File: src/rtl/ram_arbiter.sv
// Two-port arbiter for the shared 512Kx8 external SRAM. Video fetches always
// win; CPU accesses are stretched with cpu_wait_n. All outputs are registered.
module ram_arbiter #(
  parameter int unsigned ACCESS_CYCLES = 2
) (
  input  logic        clk,
  input  logic        rst_n,
  input  logic        vid_req,
  input  logic [18:0] vid_addr,
  output logic [7:0]  vid_data,
  output logic        vid_valid,
  output logic        vid_overrun,
  input  logic        cpu_req,
  input  logic        cpu_we,
  input  logic [18:0] cpu_addr,
  input  logic [7:0]  cpu_wdata,
  output logic [7:0]  cpu_rdata,
  output logic        cpu_ack,
  output logic        cpu_wait_n,
  output logic [18:0] sram_addr,
  output logic [7:0]  sram_dout,
  input  logic [7:0]  sram_din,
  output logic        sram_oe_n,
  output logic        sram_we_n,
  output logic        asic_is_using_ram
);

  localparam logic [2:0] LastCnt = 3'(ACCESS_CYCLES - 1);

  typedef enum logic [1:0] {StIdle, StVid, StCpuRd, StCpuWr} state_e;

  state_e      state_q;
  logic [2:0]  cnt_q;
  logic        vid_pend_q;
  logic [18:0] vid_addr_q;
  // Cleared by an ack; re-armed only once cpu_req has been seen low.
  logic        cpu_armed_q;

  logic last, arb, vid_done, cpu_done, take_vid, take_cpu, vid_consume, vid_live;

  // Arbitration point and grant decisions for the current cycle
  always_comb begin
    last        = (state_q != StIdle) && (cnt_q == LastCnt);
    arb         = (state_q == StIdle) || last;
    vid_done    = (state_q == StVid) && last;
    cpu_done    = ((state_q == StCpuRd) || (state_q == StCpuWr)) && last;
    take_vid    = vid_pend_q || vid_req;
    // The request being acked this cycle must not be granted again.
    take_cpu    = cpu_req && cpu_armed_q && !cpu_done;
    vid_consume = arb && vid_pend_q;
    // A live request granted directly never needs latching.
    vid_live    = arb && !vid_pend_q && vid_req;
  end

  // Single FSM: sequences SRAM strobes and produces all registered outputs
  always_ff @(posedge clk) begin
    if (!rst_n) begin
      state_q           <= StIdle;
      cnt_q             <= 3'd0;
      vid_pend_q        <= 1'b0;
      vid_addr_q        <= 19'd0;
      cpu_armed_q       <= 1'b1;
      vid_data          <= 8'd0;
      vid_valid         <= 1'b0;
      vid_overrun       <= 1'b0;
      cpu_rdata         <= 8'd0;
      cpu_ack           <= 1'b0;
      cpu_wait_n        <= 1'b1;
      sram_addr         <= 19'd0;
      sram_dout         <= 8'd0;
      sram_oe_n         <= 1'b1;
      sram_we_n         <= 1'b1;
      asic_is_using_ram <= 1'b0;
    end else begin
      vid_valid <= 1'b0;
      cpu_ack   <= 1'b0;

      // Video request latch; a newer request overwrites the pending address.
      if (vid_req && !vid_live) begin
        if (vid_pend_q && !vid_consume) vid_overrun <= 1'b1;
        vid_pend_q <= 1'b1;
        vid_addr_q <= vid_addr;
      end else if (vid_consume) begin
        vid_pend_q <= 1'b0;
      end

      if (vid_done) begin
        vid_data  <= sram_din;
        vid_valid <= 1'b1;
      end

      if (cpu_done) begin
        cpu_ack     <= 1'b1;
        cpu_armed_q <= 1'b0;
        if (state_q == StCpuRd) cpu_rdata <= sram_din;
      end else if (!cpu_req) begin
        cpu_armed_q <= 1'b1;
      end

      cpu_wait_n <= cpu_done ? 1'b1 : !(cpu_req && cpu_armed_q);

      if (arb) begin
        cnt_q <= 3'd0;
        if (take_vid) begin
          state_q           <= StVid;
          sram_addr         <= vid_pend_q ? vid_addr_q : vid_addr;
          sram_oe_n         <= 1'b0;
          sram_we_n         <= 1'b1;
          asic_is_using_ram <= 1'b1;
        end else if (take_cpu) begin
          sram_addr         <= cpu_addr;
          asic_is_using_ram <= 1'b0;
          if (cpu_we) begin
            state_q   <= StCpuWr;
            sram_dout <= cpu_wdata;
            sram_oe_n <= 1'b1;
            sram_we_n <= 1'b0;
          end else begin
            state_q   <= StCpuRd;
            sram_oe_n <= 1'b0;
            sram_we_n <= 1'b1;
          end
        end else begin
          state_q           <= StIdle;
          sram_oe_n         <= 1'b1;
          sram_we_n         <= 1'b1;
          asic_is_using_ram <= 1'b0;
        end
      end else begin
        cnt_q <= cnt_q + 3'd1;
        // Release write enable for the final hold cycle of a write.
        if ((state_q == StCpuWr) && (cnt_q + 3'd1 == LastCnt)) sram_we_n <= 1'b1;
      end
    end
  end

endmodule

File: config.mk
export PLATFORM = sky130hd
export DESIGN_NAME = ram_arbiter
export DESIGN_NICKNAME = d
export VERILOG_FILES = /design/src/rtl/ram_arbiter.sv
export SDC_FILE = /design/constraint.sdc
export NUM_CORES = 1
export LEC_CHECK = 0
export ABC_CLOCK_PERIOD_IN_PS = 2200
export BUFFER_PORTS_ARGS = -buffer_cell sky130_fd_sc_hd__buf_2
export CORE_MARGIN = 2
export CORE_UTILIZATION = 52
export CTS_BUF_LIST = sky130_fd_sc_hd__clkbuf_2 sky130_fd_sc_hd__clkbuf_4 sky130_fd_sc_hd__clkbuf_8
export DETAILED_ROUTE_END_ITERATION = 6
export HOLD_SLACK_MARGIN = 0.08
export PLACE_DENSITY = 0.87
export SYNTH_ARGS = -nofsm -noshare
export SYNTH_HDL_FRONTEND = slang
export SYNTH_SLANG_ARGS = --single-unit
File: constraint.sdc
create_clock -name clk -period 2.2 [get_ports clk]
set_input_delay 0.33 -clock clk [delete_from_list [all_inputs] [get_ports clk]]
set_output_delay 0.33 -clock clk [all_outputs]
set_load 0.005 [all_outputs]
==> results of run 1 <==
[cells by family (layout without fill, tap and decap cells)]
kind of cell             after synthesis  in the layout  share of synthesized area, %
adder cells (fa/ha/maj)                3              3                         1.109
multiplexers                          46             46                         13.60
AO/OA/AOI/OAI                         68             68                         12.16
AND/OR/NAND/NOR                      166            166                         22.70
buffers and inverters                 35            136                         5.212
flip-flops                            76             76                         44.95
XOR/XNOR                               1              1                        0.2588
[through the flow]
step	instance area (sq um)	hold WS [ns]
5_1_grt	4155	0.1993
2_1_floorplan	3385	0.3839
3_5_place_dp	3939	0.4089
6_report	4155	0.1915
4_1_cts	4155	0.1869
3_3_place_gp	3939	0.3937
[routing by layer]
metal | part of all wire [%] | vias to the layer above | track usage, % | routed length (um)
met5 | 0 | - | 0 | 0
met4 | 2.4 | 0 | 10.25 | 180
met3 | 5.6 | 14 | 3.638 | 425
met2 | 46 | 99 | 35.72 | 3511
met1 | 46 | 1348 | 29.65 | 3508
li1 | - | 1539 | - | -
[sequential cells by signal, indices dropped and copies added (netlist names)]
register,cells
sram_oe_n,1
sram_we_n,1
vid_pend_q,1
state_q,2
sram_dout,8
asic_is_using_ram,1
vid_addr_q,19
sram_addr,19
cpu_ack,1
vid_overrun,1
cpu_wait_n,1
vid_data,8
cpu_rdata,8
cpu_armed_q,1
cnt_q,3
vid_valid,1
[power by group]
group	internal, mW	switching (mW)	leakage, nW	total, mW
combinational	0.251	0.339	1.09	0.591
clock	0.630	0.498	0.113	1.13
sequential	1.50	0.0736	0.620	1.57
total	2.38	0.911	1.82	3.29
[layout make-up]
type                       instances  share of cell area, %
timing repair buffer             117                  15.00
clock buffer                      13                  4.155
multi-input combinational        284                  40.59
tap                               77                  2.319
inverter                           3                 0.2710
sequential                        76                  36.62
clock inverter                     3                  1.054
[final timing paths]
| path | startpoint | endpoint | depth (start not counted) |
|---|---|---|---|
| setup / recovery | cnt_q[1] | sram_addr[10] | 6 |
| hold reg to reg | cpu_armed_q | cpu_wait_n | 1 |
| hold / removal | cpu_wdata[4] | sram_dout[4] | 3 |
| setup reg to reg | cnt_q[1] | sram_addr[10] | 6 |
[cell usage in the layout, fill, tap and decap left out, types with 9 or more instances in the layout]
| cell | n |
|---|---|
| a21boi_0 | 11 |
| buf_2 | 107 |
| buf_4 | 9 |
| clkbuf_8 | 12 |
| dfxtp_1 | 76 |
| mux2i_1 | 46 |
| nand2_1 | 107 |
| nand4_1 | 21 |
| nor2b_1 | 11 |
| o21ai_0 | 48 |
[worst max-delay path: stages (launching register included)]
cell      delay, ns
dfxtp_1        0.34
inv_1          0.06
ha_1           0.21
nand2b_1       0.22
a211o_1        0.20
and2_1         0.45
o21ai_0        0.19
==> flow_results.org, run 1 <==
** Status
- Run status :: finished clean

** Hold path
- The path class of the tightest hold or removal check is primary input to flip-flop.

** Logic synthesis
- Yosys warning count :: 0
- Commonest cells post-synth :: nand2_1 (107), dfxtp_1 (76), o21ai_0 (48)
- Among all flip-flop cells after synthesis, the most frequent one is dfxtp_1.
- Synthesized area per cell :: 8.568 sq um
- Share of synthesized registers carrying an async set or reset :: 0%
- Sorting the synthesized cells by area gives the leading types as dfxtp_1 (45%), mux2i_1 (14%), nand2_1 (12%), o21ai_0 (7.1%), nand4_1 (3.9%).
- Sequential-to-total area share from yosys stat :: 44.95%
- The number of nets in the synthesized netlist is 457.
- Count of unique library cells instantiated by Yosys :: 34
- Top cell type by total area after synthesis :: dfxtp_1
- The mapped netlist covers 3384 sq um.
- Number of enable-type register cells in the synthesized netlist :: 0
- Portion of synthesized cell area occupied by the leading cell type :: 44.95%
- nand2_1 is the most common cell in the netlist.
- Synthesis inferred 76 register bits.
- Gate count of the mapped netlist :: 395

** Critical path
- STA puts the critical path data required time at 2.41 ns.
- Peak fanout along the critical path :: 19
- The worst setup path is of the flip-flop to flip-flop kind.
- STA classifies the critical path startpoint as a flip-flop.
- Data on the critical path arrives at its endpoint at 2.03 ns.
- Endpoint class of the critical path :: flip-flop
- Register-to-Register Setup Slack :: 0.38 ns

** Global routing
- Maximum number of pins on one net before global-route repair :: 56
- First-pass GRT wire length :: 12.93 mm
- The total overflow left after global routing is 0.
- The number of global-route vias before repair is 2838.
- Initial antenna violation count :: 0
- GR Util All Layers :: 22.33%

** STA
- Counting I/O delays and the setup requirement, the final critical path takes 1.817 ns.
- The number of failing hold endpoints at the final stage is 0.
- For the pin with the worst max-slew slack, the measured transition is 0.5778 ns.
- Final slew viol count :: 0
- Static timing analysis puts the maximum clock frequency at 550.4 MHz.
- Headroom to the max-slew limit :: 61.31%
- Setup repair after global routing left no endpoint under its margin.
- Clock tree skew after final layout :: 0.01025 ns
- Setup violations remaining at the end of the flow were counted as 0.
- The worst path uses 82.58% of the clock period.
- Setup TNS :: 0 ns
- Final worst-path setup slack :: 0.3833 ns

** Layout
- The finished layout holds 573 standard cells, fillers aside.
- Footprint of the flip-flops and latches :: 1521 sq um
- Of the cells placed in the final design, the portion with a size suffix greater than 1 is 28.02%.
- Area delta synth->final :: 22.77%
- Cells fill 65.81% of the core in the end.
- The layout has 532 filler cells.
- The number of antenna diodes in the final layout is 0.
- Multi-input gate area in the final layout :: 1687 sq um
- For this run, the post-layout net count is 553.

** Floorplanning
- I/O pin total :: 109
- Once the floorplan was initialized, standard cells occupied 53.61% of the core.
- The core region is 6314 sq um.
- Die Outline Area :: 7170 sq um
- Floorplan row count :: 29
- Die Width :: 84.68 um
- Measured along the y axis, the die boundary spans 84.68 um.

** Pwr
- In this run the power density over the cells is 791.7 nW/um^2.
- IR Drop Worst-Case VDD :: 0.5989 mV
- The completed layout was analyzed and its total power is 3.290 mW.
- For this design the static power due to leakage is 1.820 nW.

** CTS
- Clock net sink count :: 76
- TritonCTS created 9 clock buffers.
- Once the clock tree was built, the setup fixing pass inserted 0 buffers.
- Number of buffers between clock root and the deepest sink :: 2
- Clock-pin transition on the worst setup and hold timing paths :: 0.08 ns
- TritonCTS built the clock tree.
- CTS built an H-tree with a depth of 3.
- The cell sitting at the root of the clock tree is a clkbuf_8.
- Clock latency on the worst-skew pair, taken at its later pin, is 0.35 ns.
- In this run, post-CTS hold repair placed 0 buffers.
- Post-CTS repair changed the size of 0 cells.

** Routing
- Total wire length after detailed routing :: 7.626 mm
- Number of DRC violations after detailed routing :: 0
- First-pass DRT Iterations :: 4
- In the final routed layout, each cell accounts on average for 13.31 um.
- In this run, the number of DRC markers left after iteration 0 of detailed routing was 163.
- Antenna-violating nets left :: 0
- Routed via count divided by cell count :: 5.236
- Detailed-route via count :: 3000

** Run
- Max-capacitance violation count :: 0

** Placement
- RePlAce Congestion :: 0.7789
- The HPWL after detailed placement is 5.447 mm.
- The count of buffers added on input and output ports is 108.
- Counting tap cells, the placed design contains a total of 557 instances.
- Prior to clock tree synthesis, the placed netlist has a worst setup slack of 0.4010 ns.
No activity file was read; power rests on OpenSTA's default activity.
==> run 2: changes to the inputs <==
ABC_AREA = 1   (was default)
ABC_CLOCK_PERIOD_IN_PS = 1850   (was 2200)
CORE_UTILIZATION = 53   (was 52)
PLACE_DENSITY = 0.89   (was 0.87)
clock period = 1.85 ns   (was 2.2 ns; I/O delays follow)
==> run 2 against run 1 <==
Compared with the run above: sequential cell count stayed put; critical path type unchanged; utilization is 0.80 points higher; count of clock-buffer cells in the layout is 1 lower; highest routed layer unchanged.
==> flow_results.org, run 2 <==
** Pwr
- VDD sags by at most 0.4771 mV.
- Total power for the finished layout comes to 3.843 mW.
- Static leakage power :: 2.209 nW
- Power per Cell Area :: 919.0 nW/um^2

** Logic synthesis
- Post-synthesis adder-cell area fraction :: 1.103%
- Yosys warning count :: 0
- Count of unique library cells instantiated by Yosys :: 28
- For this run, the leading register cell type out of synthesis is dfxtp_1.
- Summing the areas of all xor and xnor instances in the mapped netlist gives 0.2574% of the synthesized area.
- Portion of synthesized cell area occupied by the leading cell type :: 44.72%
- Sorting the synthesized cells by area gives the leading types as dfxtp_1 (45%), nor2_1 (15%), nand2_1 (12%), nand3_1 (7.5%), inv_1 (6.1%).
- Commonest cells post-synth :: nor2_1 (135), nand2_1 (105), dfxtp_1 (76)
- Cell area after synthesis :: 3402 sq um
- Synthesized area per cell :: 6.737 sq um
- nor2_1 is the most common cell in the netlist.
- Summing the areas of all compound-gate instances in the mapped netlist gives 7.944% of the synthesized area.
- Post-synthesis register bit count :: 76
- The portion of synthesized area spent on multiplexers is 0%.
- In this run, synthesis inferred 0 flip-flops with an integrated enable.
- Synthesis produced a netlist with a net count of 567.
- By area, the combinational part of the netlist is dominated by simple AND/OR/NAND/NOR gates.
- Top cell type by total area after synthesis :: dfxtp_1
- Area share of and/or/nand/nor cells after synthesis :: 36.08%
- The share of the Yosys chip area taken by registers is 44.72%.
- Gate count of the mapped netlist :: 505
- Share of synthesized registers carrying an async set or reset :: 0%

** Layout
- The number of antenna diodes in the final layout is 0.
- Share of layout cells above drive strength 1 :: 23.20%
- Leading cell type in the layout, fill and taps excluded :: nor2_1
- Filler Cells Inserted :: 567
- Post-layout utilization of the core :: 66.61%
- Leading cell types in the layout, fill and taps excluded :: nor2_1 (135), buf_2 (108), nand2_1 (105)
- Top flop regs :: sram_addr (19), vid_addr_q (19)
- The finished cells cover 4182 sq um.
- Total Nets Final :: 671
- From synthesis to final layout, the design area changed by 22.91%.

** Routing
- In this run the remaining antenna-violating nets after routing total 0.
- Number of DRC violations after detailed routing :: 0
- Total wire length after detailed routing :: 8.091 mm
- Initial DRC Count :: 152
- In the routed layout, each cell is associated on average with a via count of 4.985.
- First-pass DRT Iterations :: 6
- Avg WL per Cell :: 11.74 um
- Detailed-route via count :: 3435

** Critical path
- Data arrival time at the worst-slack endpoint :: 1.88 ns
- STA classifies the critical path endpoint as a flip-flop.
- In this run the worst path has a maximum fanout of 19.
- Worst setup SP type :: flip-flop
- Required arrival time at the worst endpoint :: 2.12 ns
- The critical path is of the flip-flop to flip-flop type.

** Placement
- Detailed placement finished with a half-perimeter wire length of 5.891 mm.
- RePlAce Congestion :: 0.8336
- Pre-CTS setup slack :: 0.2584 ns
- Standard cell area after detailed placement :: 4016 sq um
- Number of buffers inserted by port buffering :: 108

** Floorplanning
- Floorplan row count :: 29
- Die H :: 84.12 um
- I/O pin total :: 109
- Starting utilization of the core area :: 54.20%
- Die Outline Area :: 7075 sq um
- Die Width :: 84.12 um
- In this run the standard cell core region covers 6277 sq um.

** STA
- Setup violations remaining at the end of the flow were counted as 0.
- Headroom to the max-slew limit :: 63.65%
- Setup TNS :: 0 ns
- After layout, the worst path uses 87.08% of the clock period.
- Based on the critical path, the design can be clocked at up to 620.7 MHz.
- RSZ-0062 raised after global routing :: no
- Final slew viol count :: 0
- For the pin with the worst max-slew slack, the measured transition is 0.5445 ns.
- The routed design could run at a clock period as short as 1.611 ns.
- Between clock sinks in the finished design, the worst skew comes to 0.008198 ns.
- Number of failing hold endpoints at the final stage :: 0
- Final worst-path setup slack :: 0.2390 ns

** Global routing
- The number of global-route vias before repair was 3284.
- GR Util All Layers :: 23.51%
- First-pass GRT wire length :: 13.75 mm
- For this run the aggregate overflow at the end of global routing stands at 0.
- Maximum number of pins on one net before global-route repair :: 46
- Initial antenna violation count :: 0

** CTS
- Clock-pin slew was measured on the worst setup and hold paths at 0.07 ns.
- Root cell of the clock tree :: clkbuf_8
- Clock Latency Late Sink :: 0.34 ns
- TritonCTS Buffers :: 9
- Once the clock tree was built, the resizer swapped 0 gates to a different size.
- Counting every sink on the clock net gives 76.
- The clock tree synthesis step divided the H-tree into 3 levels.
- CTS Hold Buffers Added :: 0
- Number of setup buffers added after CTS :: 0
- TritonCTS clock tree :: yes
- No sink is reached through more buffers than the 2 on the longest clock path.

** Status
- The run finished with clean final reports.

** Run
- Across the run, the number of max-cap violations was 0.

** Hold path
- The tightest min-delay check is of the primary input to flip-flop type.
==> run 2: path summary, 6_finish.rpt <==
kind	start	end	slack [ns]	depth (start not counted)
setup / recovery	cnt_q[0]	vid_addr_q[3]	0.24	7
hold reg to reg	vid_overrun	vid_overrun	0.47	2
setup reg to reg	cnt_q[0]	vid_addr_q[3]	0.24	7
hold / removal	cpu_req	cpu_armed_q	0.16	2
==> run 2: cells by family after synthesis <==
kind of cell               after synthesis
AOI/OAI and AO/OA                       42
xor gates and xnor gates                 1
adders and majority gates                3
buffers and inverters                   83
DFF                                     76
and+or+nand+nor                        300
==> run 2: layout make-up <==
| type | count | area, sq um | area share (%) |
|---|---|---|---|
| clock buffer | 12 | 152.6 | 3.650 |
| clock inverter | 2 | 12.51 | 0.2992 |
| inverter | 59 | 221.5 | 5.296 |
| multi-input combinational | 346 | 1544 | 36.92 |
| sequential | 76 | 1521 | 36.39 |
| tap | 77 | 96.34 | 2.304 |
| timing repair buffer | 117 | 633.1 | 15.14 |
==> run 2: where the power goes <==
part / internal (mW) / switching, mW
Combinational: 0.357 / 0.518
Sequential: 1.81 / 0.0803
Clock: 0.537 / 0.545
Total: 2.70 / 1.14
==> run 2: routing by layer <==
metal	track usage, %	vias to the layer above	part of all wire (%)	wire length (um)
li1	-	1767	-	-
met4	10.12	0	2.2	178
met1	27.47	1538	43	3491
met2	41.20	114	48	3919
met3	5.341	16	6.2	501
met5	0	-	0	0
==> run 2: per-stage QoR <==
step | hold slack, ns | std cells
finish | 0.1593 | 689
global route | 0.1613 | 689
CTS | 0.1440 | 689
detailed placement | 0.4526 | 675
global placement | 0.4363 | 675
floorplan | 0.3885 | 505
==> run 2: critical path: stages (launching register included) <==
cell and delay [ns]:
dfxtp_1 0.38, ha_1 0.23, inv_1 0.06, nor2_1 0.17
nor2_4 0.09, o21ai_4 0.42, nor2_1 0.09, nor2_1 0.11
==> run 3: changes to the inputs <==
ABC_AREA = default   (was 1)
CORE_UTILIZATION = 51   (was 53)
CTS_BUF_LIST = default   (was sky130_fd_sc_hd__clkbuf_2 sky130_fd_sc_hd__clkbuf_4 sky130_fd_sc_hd__clkbuf_8)
GPL_TIMING_DRIVEN = 0   (was default)
PLACE_DENSITY = 0.86   (was 0.89)
==> run 3 against run 2 <==
Compared with the run above: via count fell by 6.0%; sequential power about the same; sequential cell count unchanged; clock skew increased by 0.0021 ns; first-iteration DRC count rose by 42%; highest routed layer unchanged.
==> flow_results.org, run 3 (synthesis gave the netlist of run 1 again) <==
** Routing
- Number of DRC violations after detailed routing :: 0
- For this block, the initial DRC count from the detailed router was 216.
- For this run, the detailed router's first-pass iteration total came to 7.
- Total wire length after detailed routing :: 8.773 mm
- Routed via count divided by cell count :: 5.425
- Once detail routing completed, the nets flagged for antenna violations numbered 0.
- Dividing the detail-routed wire length by the instance count gives 14.74 um.
- The routed layout has 3228 vias.

** STA
- The worst pin sits at a relative slew slack of 62.63%.
- Peak clock frequency supported by timing :: 542.7 MHz
- Across all setup checks in the final design, the least slack found is 0.007248 ns.
- Least-Margin Pin Slew :: 0.5581 ns
- The number of failing hold endpoints at the final stage is 0.
- The final critical path takes up 99.61% of the cycle.
- The worst path needs 1.843 ns of the cycle, external delays included.
- Setup violations remaining at the end of the flow were counted as 0.
- In the final timing run, aggregate negative setup slack is 0 ns.
- Clock tree skew after final layout :: 0.01028 ns
- Final slew viol count :: 0
- Final hold slack :: 0.1480 ns

** Critical path
- Counting cells, the worst reg-to-reg path comes to 8.
- The worst setup path is launched from a flip-flop.
- Peak fanout along the critical path :: 10
- At the worst endpoint, the arrival time is 2.06 ns.
- Critical path type :: flip-flop to flip-flop
- For the worst setup path, the data required time is 2.07 ns.
- STA classifies the critical path endpoint as a flip-flop.

** Layout
- After filler insertion, the fill cell instance count of the layout stands at 520.
- Top flop regs :: sram_addr (19), vid_addr_q (19)
- In the final layout, the multi-input gates occupy 1718 sq um.
- Relative to the synthesized area, the layout overhead comes to 25.69%.
- With fillers left out, the area of the finished cells amounts to 4254 sq um.
- For this run, the share of the core covered by cells in the final layout is 66.61%.
- ANT cells :: 0
- Share of layout cells above drive strength 1 :: 28.38%
- Footprint of the flip-flops and latches :: 1523 sq um
- Leading cell type in the layout, fill and taps excluded :: buf_2
- Total Nets Final :: 578
- In the layout the commonest cells are buf_2 (111), nand2_1 (107), dfxtp_1 (75).

** Floorplanning
- The initial utilization of the core area, before any placement, comes to 53.00%.
- The die is 85.47 um tall.
- Die Outline Area :: 7304 sq um
- The floorplan step defined a core boundary enclosing 6386 sq um.
- Die Width :: 85.47 um
- Floorplan row count :: 29
- 109 I/O pins were placed.

** CTS
- The H-tree was split into 3 levels.
- The clock passes through at most 2 buffers.
- TritonCTS Buffers :: 9
- Clock net sink count :: 76
- TritonCTS built the clock tree.
- Root cell of the clock tree :: clkbuf_8
- Clock-pin slew was measured on the worst setup and hold paths at 0.07 ns.
- The later pin in the worst-skew pair is clocked with a latency of 0.34 ns.

** Placement
- Pre-CTS setup slack :: -0.3288 ns
- Once placement finished, the instance area stood at 4011 sq um.
- The congestion estimate from routability-driven global placement came to 0.8701.
- Number of buffers inserted by port buffering :: 106
- HPWL Detailed :: 6.379 mm

** Pwr
- IR Drop Worst-Case VDD :: 0.5815 mV
- Power per Cell Area :: 906.7 nW/um^2
- Static leakage power :: 1.854 nW

** Global routing
- Global routing consumed, over all layers together, 23.99% of the routing resources.
- The number of global-route vias before repair came to 3001.
- First-pass GRT wire length :: 13.94 mm
- The initial antenna violation count was 0.
- Maximum number of pins on one net before global-route repair :: 12
- Grt ovf :: 0

** Status
- Run status :: finished clean

** Hold path
- Counting instances, the worst hold path has a depth of 2.
- Worst hold path type :: primary input to flip-flop

** Run
- Max-capacitance violation count :: 0
run 3: changes by cell type in the layout (fill, tap and decap cells not counted), moves of 11 or more:
| cell | previous run | this run |
|---|---|---|
| nor2_1 | 135 | 4 |
| inv_1 | 55 | 3 |
| mux2i_1 | 0 | 46 |
| nand3_1 | 51 | 7 |
| o21ai_0 | 18 | 46 |
| nand4_1 | 0 | 21 |
| clkbuf_1 | 0 | 20 |
| o211ai_1 | 17 | 0 |
| a21boi_0 | 0 | 11 |
run 3: worst max-delay path: stages (launching register included):
cell	delay, ns
dfxtp_1	0.32
inv_1	0.08
ha_2	0.22
nand2b_4	0.10
a211o_1	0.31
buf_4	0.15
clkbuf_1	0.23
nand4_1	0.21
o21ai_0	0.12
run 3: power breakdown:
part | total, mW | internal [mW] | switching (mW)
sequential | 1.86 | 1.78 | 0.0734
combinational | 0.818 | 0.345 | 0.473
clock | 1.18 | 0.633 | 0.551
run 3: layout make-up:
type                    count  share of cell area (%)
multi-input cells         284                   40.38
plain buffers              32                   3.941
clock buffers              10                   3.235
flip-flops and latches     76                   35.79
well taps                  77                   2.265
repair buffers            110                   13.18
clock inverters             3                  0.9412
inverters                   3                  0.2647
run 3: worst paths after layout:
| kind | slack, ns | end | from |
|---|---|---|---|
| worst max-delay path | 0.007 | sram_addr[15] | cnt_q[1] |
| worst min-delay path | 0.15 | cpu_wait_n | cpu_req |
| worst max register to register | 0.007 | sram_addr[15] | cnt_q[1] |
| worst min register to register | 0.41 | cpu_wait_n | cpu_armed_q |
run 3: timing repair:
item,4_1_cts,5_1_grt
setup endpoints to repair,29,21
gates resized for setup,5,7
buffers inserted,1,3
hold buffers,0,0
pin swaps,1,2
run 3: per-layer routing:
metal | GRT usage (%) | vias up | routed length [um]
li1 | - | 1587 | -
met1 | 32.14 | 1470 | 3759
met2 | 38.49 | 154 | 4152
met3 | 3.599 | 17 | 668
met4 | 10.39 | 0 | 192
met5 | 0 | - | 0
run 3: per-stage QoR:
stage               power (mW)  std cells
floorplan                2.345        395
detailed placement       2.647        578
CTS                      3.837        592
global placement         2.617        578
finish                   3.857        595
global route             4.043        595
